==> src/rtl/rom_ctrl_mux_nway.sv <==
// N-client one-way ROM access mux: ownership only moves from client 0 towards client NumClients-1.
// Optional define ROM_CTRL_MUX_SHADOW_EN adds an inverted shadow of the owner index with integrity alerts.

`ifdef ROM_CTRL_MUX_SHADOW_EN
// Plain reset flop kept as a separate instance so the shadow copy is not merged with the owner register.
module rom_ctrl_mux_nway_flop #(
  parameter int unsigned Width      = 1,
  parameter logic [Width-1:0] ResetValue = '0
) (
  input  logic             clk_i,
  input  logic             rst_ni,
  input  logic [Width-1:0] d_i,
  output logic [Width-1:0] q_o
);
  logic [Width-1:0] q_r;

  // State register
  always_ff @(posedge clk_i or negedge rst_ni) begin
    if (!rst_ni) begin
      q_r <= ResetValue;
    end else begin
      q_r <= d_i;
    end
  end

  assign q_o = q_r;
endmodule
`endif

module rom_ctrl_mux_nway #(
  parameter int unsigned AW             = 8,
  parameter int unsigned DW             = 39,
  parameter int unsigned NumClients     = 2,
  parameter int unsigned MaxOutstanding = 2
) (
  input  logic                          clk_i,
  input  logic                          rst_ni,
  input  logic [3:0]                    advance_i,
  input  logic [NumClients-1:0]         req_i,
  input  logic [NumClients*AW-1:0]      addr_i,
  output logic [NumClients-1:0]         gnt_o,
  output logic [NumClients-1:0]         rvalid_o,
  output logic [NumClients*DW-1:0]      rdata_o,
  output logic                          rom_req_o,
  output logic [AW-1:0]                 rom_addr_o,
  input  logic [DW-1:0]                 rom_scr_rdata_i,
  input  logic [DW-1:0]                 rom_clr_rdata_i,
  input  logic                          rom_rvalid_i,
  output logic [$clog2(NumClients)-1:0] owner_o,
  output logic                          alert_o
);
  localparam int unsigned OW = $clog2(NumClients);
  localparam int unsigned PW = (MaxOutstanding > 1) ? $clog2(MaxOutstanding) : 1;
  localparam int unsigned CW = $clog2(MaxOutstanding + 1);
  localparam logic [3:0] MuBi4True  = 4'h6;
  localparam logic [3:0] MuBi4False = 4'h9;

  logic [OW-1:0] owner_r;
  logic [OW-1:0] owner_next_s;
  logic          alert_r;
  logic [OW-1:0] tag_mem_r [MaxOutstanding];
  logic [PW-1:0] wr_ptr_r;
  logic [PW-1:0] rd_ptr_r;
  logic [CW-1:0] count_r;

  logic                     full_s;
  logic                     empty_s;
  logic                     can_issue_s;
  logic                     push_s;
  logic                     pop_s;
  logic                     orphan_s;
  logic                     adv_true_s;
  logic                     adv_bad_s;
  logic                     shadow_bad_s;
  logic [OW-1:0]            head_s;
  logic [NumClients-1:0]    gnt_s;
  logic [NumClients-1:0]    rvalid_s;
  logic [AW-1:0]            addr_sel_s;
  logic [NumClients*DW-1:0] rdata_s;

  assign full_s      = (count_r == CW'(MaxOutstanding));
  assign empty_s     = (count_r == {CW{1'b0}});
  // A response retiring this cycle frees a slot, so a full FIFO may still accept one issue.
  assign can_issue_s = !full_s || rom_rvalid_i;
  assign head_s      = tag_mem_r[rd_ptr_r];
  assign push_s      = |gnt_s;
  assign pop_s       = rom_rvalid_i && !empty_s;
  assign orphan_s    = rom_rvalid_i && empty_s;
  assign adv_true_s  = (advance_i == MuBi4True);
  assign adv_bad_s   = (advance_i != MuBi4True) && (advance_i != MuBi4False);

  // Grant, address select, response routing and data fan-out
  always_comb begin
    gnt_s      = {NumClients{1'b0}};
    rvalid_s   = {NumClients{1'b0}};
    addr_sel_s = {AW{1'b0}};
    rdata_s    = {(NumClients*DW){1'b0}};
    for (int k = 0; k < NumClients; k++) begin
      gnt_s[k]    = (owner_r == OW'(k)) && req_i[k] && can_issue_s;
      rvalid_s[k] = pop_s && (head_s == OW'(k));
      addr_sel_s  = addr_sel_s | ({AW{owner_r == OW'(k)}} & addr_i[k*AW +: AW]);
      rdata_s[k*DW +: DW] = (k == 0) ? rom_scr_rdata_i : rom_clr_rdata_i;
    end
  end

  // Next owner: saturates at the last client
  always_comb begin
    if (adv_true_s && (owner_r < OW'(NumClients - 1))) begin
      owner_next_s = owner_r + OW'(1);
    end else begin
      owner_next_s = owner_r;
    end
  end

`ifdef ROM_CTRL_MUX_SHADOW_EN
  logic [OW-1:0] owner_shadow_s;

  rom_ctrl_mux_nway_flop #(
    .Width      (OW),
    .ResetValue ({OW{1'b1}})
  ) u_shadow_flop (
    .clk_i  (clk_i),
    .rst_ni (rst_ni),
    .d_i    (~owner_next_s),
    .q_o    (owner_shadow_s)
  );

  assign shadow_bad_s = (owner_shadow_s != ~owner_r) ||
                        ({1'b0, owner_r} >= (OW+1)'(NumClients));
`else
  assign shadow_bad_s = 1'b0;
`endif

  // Owner and sticky alert
  always_ff @(posedge clk_i or negedge rst_ni) begin
    if (!rst_ni) begin
      owner_r <= {OW{1'b0}};
      alert_r <= 1'b0;
    end else begin
      owner_r <= owner_next_s;
      alert_r <= alert_r | adv_bad_s | orphan_s | shadow_bad_s;
    end
  end

  // Tag FIFO of issuing owners, one entry per in-flight read
  always_ff @(posedge clk_i or negedge rst_ni) begin
    if (!rst_ni) begin
      for (int i = 0; i < MaxOutstanding; i++) begin
        tag_mem_r[i] <= {OW{1'b0}};
      end
      wr_ptr_r <= {PW{1'b0}};
      rd_ptr_r <= {PW{1'b0}};
      count_r  <= {CW{1'b0}};
    end else begin
      if (push_s) begin
        tag_mem_r[wr_ptr_r] <= owner_r;
        wr_ptr_r <= (wr_ptr_r == PW'(MaxOutstanding - 1)) ? {PW{1'b0}} : wr_ptr_r + PW'(1);
      end else begin
        wr_ptr_r <= wr_ptr_r;
      end
      if (pop_s) begin
        rd_ptr_r <= (rd_ptr_r == PW'(MaxOutstanding - 1)) ? {PW{1'b0}} : rd_ptr_r + PW'(1);
      end else begin
        rd_ptr_r <= rd_ptr_r;
      end
      case ({push_s, pop_s})
        2'b10:   count_r <= count_r + CW'(1);
        2'b01:   count_r <= count_r - CW'(1);
        default: count_r <= count_r;
      endcase
    end
  end

  assign gnt_o      = gnt_s;
  assign rvalid_o   = rvalid_s;
  assign rdata_o    = rdata_s;
  assign rom_req_o  = push_s;
  assign rom_addr_o = addr_sel_s;
  assign owner_o    = owner_r;
  assign alert_o    = alert_r;

endmodule

==> config.mk <==
export PLATFORM = sky130hd
export DESIGN_NAME = rom_ctrl_mux_nway
export DESIGN_NICKNAME = d
export VERILOG_FILES = /design/src/rtl/rom_ctrl_mux_nway.sv
export SDC_FILE = /design/constraint.sdc
export NUM_CORES = 1
export LEC_CHECK = 0
export ABC_AREA = 1
export CAP_MARGIN = 20
export CORE_AREA = 2 2 75 77
export CTS_CLUSTER_DIAMETER = 30
export DETAILED_ROUTE_END_ITERATION = 8
export DIE_AREA = 0 0 77 79
export PLACE_DENSITY_LB_ADDON = 0.15
export SKIP_CTS_REPAIR_TIMING = 1
export SYNTH_ARGS = -nofsm -noshare
export SYNTH_HDL_FRONTEND = slang
export SYNTH_HIERARCHICAL = 1
export SYNTH_SLANG_ARGS = --single-unit
==> constraint.sdc <==
create_clock -name clk_i -period 3.16 [get_ports clk_i]
set_clock_uncertainty 0.05 [all_clocks]
set_input_delay 0.632 -clock clk_i [delete_from_list [all_inputs] [get_ports clk_i]]
set_output_delay 0.632 -clock clk_i [all_outputs]
set_load 0.01 [all_outputs]
==> flow_summary_export.csv <==
group,metric,value,unit
status,outcome,"finished clean",
route,wl,2350,um
sta,tightest_slew,0.483,ns
clock_network,h-tree-depth,1,
logic_synthesis,ys_top_cells_by_area,"buf_4 (53%), dfrtp_1 (18%), nand2_1 (12%), inv_1 (3.0%), nand3_1 (2.2%)",
logic_synthesis,synthesis.nets,260,
sta,relSlewSlack,67.8,%
route,vias_per_cell,3.51,
logic_synthesis,synth_seq_cells,8,
die,core,5340,um2
sta,setup_ws,0.458,ns
critical_path,cpMaxStageDelayCell,"clkdlybuf4s50_1",
route,drt-pass1-iter-count,3,
cells_and_area,syn2layout_area_growth,-6.19,%
die,row_count,27,
sta,hold_violations,0,
global_routing,grt_pass1_vias,692,
sta,slew_violations,0,
logic_synthesis,synth_area_leader_cell,"buf_4",
route,drtIter0Drc,15,
cells_and_area,fillers,621,
logic_synthesis,synth_cell_types,20,
sta,clock.fmax,370,MHz
sta,setup_tns,0,ns
route,vias,670,
critical_path,r2r_setup_slack,1.24,ns
clock_network,clock_path_buffers,2,
cells_and_area,finalNonFillerCells,191,
critical_path,critPathRequiredTime,2.48,ns
clock_network,clk_latency,0.22,ns
cells_and_area,final_cell_mix,"clkdlybuf4s50_1 (39), nand2_1 (35), inv_1 (9)",
logic_synthesis,ys_warn_count,6,
critical_path,crit_family,"buffers and inverters",
critical_path,worstSetupEndpointType,"primary output",
logic_synthesis,synth.cell_area,1110,um2
power_and_ir_drop,peakVddDrop,0.000170,V
placed_design,placed_cells_incl_taps,188,
placed_design,dp_hpwl,1930,um
die,die_height,79,um
clock_network,numClockSinks,8,
global_routing,track_usage,7.36,%
power_and_ir_drop,fin_total_pwr,0.000523,W
cells_and_area,nNetsFinal,225,
global_routing,grt_max_degree,15,
logic_synthesis,syn-instance-count,156,
placed_design,portBuffers,39,
critical_path,cp_num_buf_inv,3,
clock_network,clockRootBuffer,"clkbuf_8",
global_routing,grt_first_pass_wirelength,3530,um
critical_path,start_kind,"input pin",
placed_design,pre_cts_ws,0.438,ns
die,dieArea,6080,um2
critical_path,path_cells,"clkdlybuf4s50_1 > inv_1 > nand3_2 > nand2_2 > nand2_4 > clkdlybuf4s50_1",
cells_and_area,final_common_cell,"clkdlybuf4s50_1",
logic_synthesis,syn_area_per_cell,7.13,um2
hold_path,hold_path.class,"flip-flop to flip-flop",
die,io_pins,196,
critical_path,critical-path-max-stage-delay,0.55,ns
global_routing,antenna_found_initial,0,
global_routing,grt_overflow,0,
power_and_ir_drop,cellLeakagePower,0.471,nW
logic_synthesis,ys_seq_area_share,18.0,%
job,maxCapViolCount,0,
power_and_ir_drop,power_density,501,nW/um2
die,start_util,20.8,%
cells_and_area,antenna_cells,0,
sta,rsz0062_at_grt,"false",
route,drc,0,
critical_path,cp_max_fo,6,
sta,min_period_over_period,85.5,%
clock_network,cts_tree,"done",
clock_network,cts_made_buffers,3,
sta,setup_viol,0,
critical_path,critPathKind,"input pin to primary output",
sta,finalCriticalPeriod,2.70,ns
cells_and_area,drive_above_1_share,6.72,%
critical_path,critical_path_arrival,2.02,ns
route,routedWlPerCell,12.3,um
logic_synthesis,yosysTopAreaCellShare,52.6,%
critical_path,cp_common_cell,"clkdlybuf4s50_1",
route,ant_nets,0,
clock_network,path_clk_slew,0.04,ns
die,die_w,77,um
placed_design,gp_congestion,0.740,
-- routing by layer --
| metal | global-route usage, % | vias to the layer above | wire length, um | part of all wire, % |
|---|---|---|---|---|
| met4 | 6.25 | 0 | 168 | 7.2 |
| met1 | 6.79 | 269 | 775 | 33 |
| met5 | 0 | - | 0 | 0 |
| met2 | 11.3 | 46 | 1030 | 44 |
| met3 | 4.77 | 38 | 377 | 16 |
| li1 | - | 317 | - | - |
-- worst register-to-register path: stages (launching register included) --
cell and delay (ns):
dfrtp_1 0.63, nand2_1 0.10, inv_1 0.09, nand2_2 0.08, nand2_4 0.10, inv_1 0.07, ha_1 0.31, a21oi_1 0.12
o21ai_0 0.11, xor2_1 0.15
-- synthesized netlist by cell type --
cell type,instances
inv_2,1
ha_1,1
o21ai_0,1
o21ai_1,1
clkinv_1,1
buf_2,1
a21oi_1,2
inv_1,9
and2_1,1
nand2_4,1
buf_4,78
nand2_2,2
nand3_2,1
xnor2_1,2
nand2_1,35
xor2_1,1
nand3_1,5
mux2i_1,1
nor2_1,4
dfrtp_1,8
-- registers in the layout, summed over array words and instances (netlist names) --
register and count:
rd_ptr_r 1, owner_o 1, alert_o 1, tag_mem_r 2, wr_ptr_r 1, count_r 2
-- power breakdown --
group	switching [W]	internal (W)
registers	0.0000360	0.000144
logic	0.0000993	0.000123
clock network	0.0000379	0.0000823
total	0.000173	0.000350
-- layout make-up --
cell class	instances	area [um2]	share of cell area (%)
inverter	11	41.3	3.96
timing repair buffer	39	390	37.4
multi-input combinational	58	280	26.9
tap	72	90.1	8.63
sequential	8	200	19.2
clock buffer	3	41.3	3.96
-- kinds of logic after synthesis --
logic type	count (synthesis)	synth area share, %
AOI/OAI and AO/OA	4	1.80
xor gates and xnor gates	3	2.36
adders and majority gates	1	1.12
buffers and inverters	90	56.8
DFF	8	18.0
muxes	1	0.900
and+or+nand+nor	49	19.0
-- worst paths after layout --
| kind | start | to | cells past startpoint |
|---|---|---|---|
| min in group asynchronous | rst_ni | count_r[1] | 1 |
| setup / recovery | rom_rvalid_i | rom_req_o | 6 |
| hold / removal | tag_mem_r[1] | tag_mem_r[1] | 2 |
| setup reg to reg | owner_o | count_r[1] | 9 |
| hold reg to reg | tag_mem_r[1] | tag_mem_r[1] | 2 |
| max in group asynchronous | rst_ni | wr_ptr_r | 1 |
-- stage by stage --
stage	area, um2	util (%)	hold slack (ns)
5_1_grt	1040	19.5	0.468
4_1_cts	1040	19.5	0.423
3_3_place_gp	1000	18.8	0.419
2_1_floorplan	1110	-	0.286
6_report	1040	19.5	0.420
3_5_place_dp	1000	18.8	0.414
No activity file was read; power rests on OpenSTA's default activity.
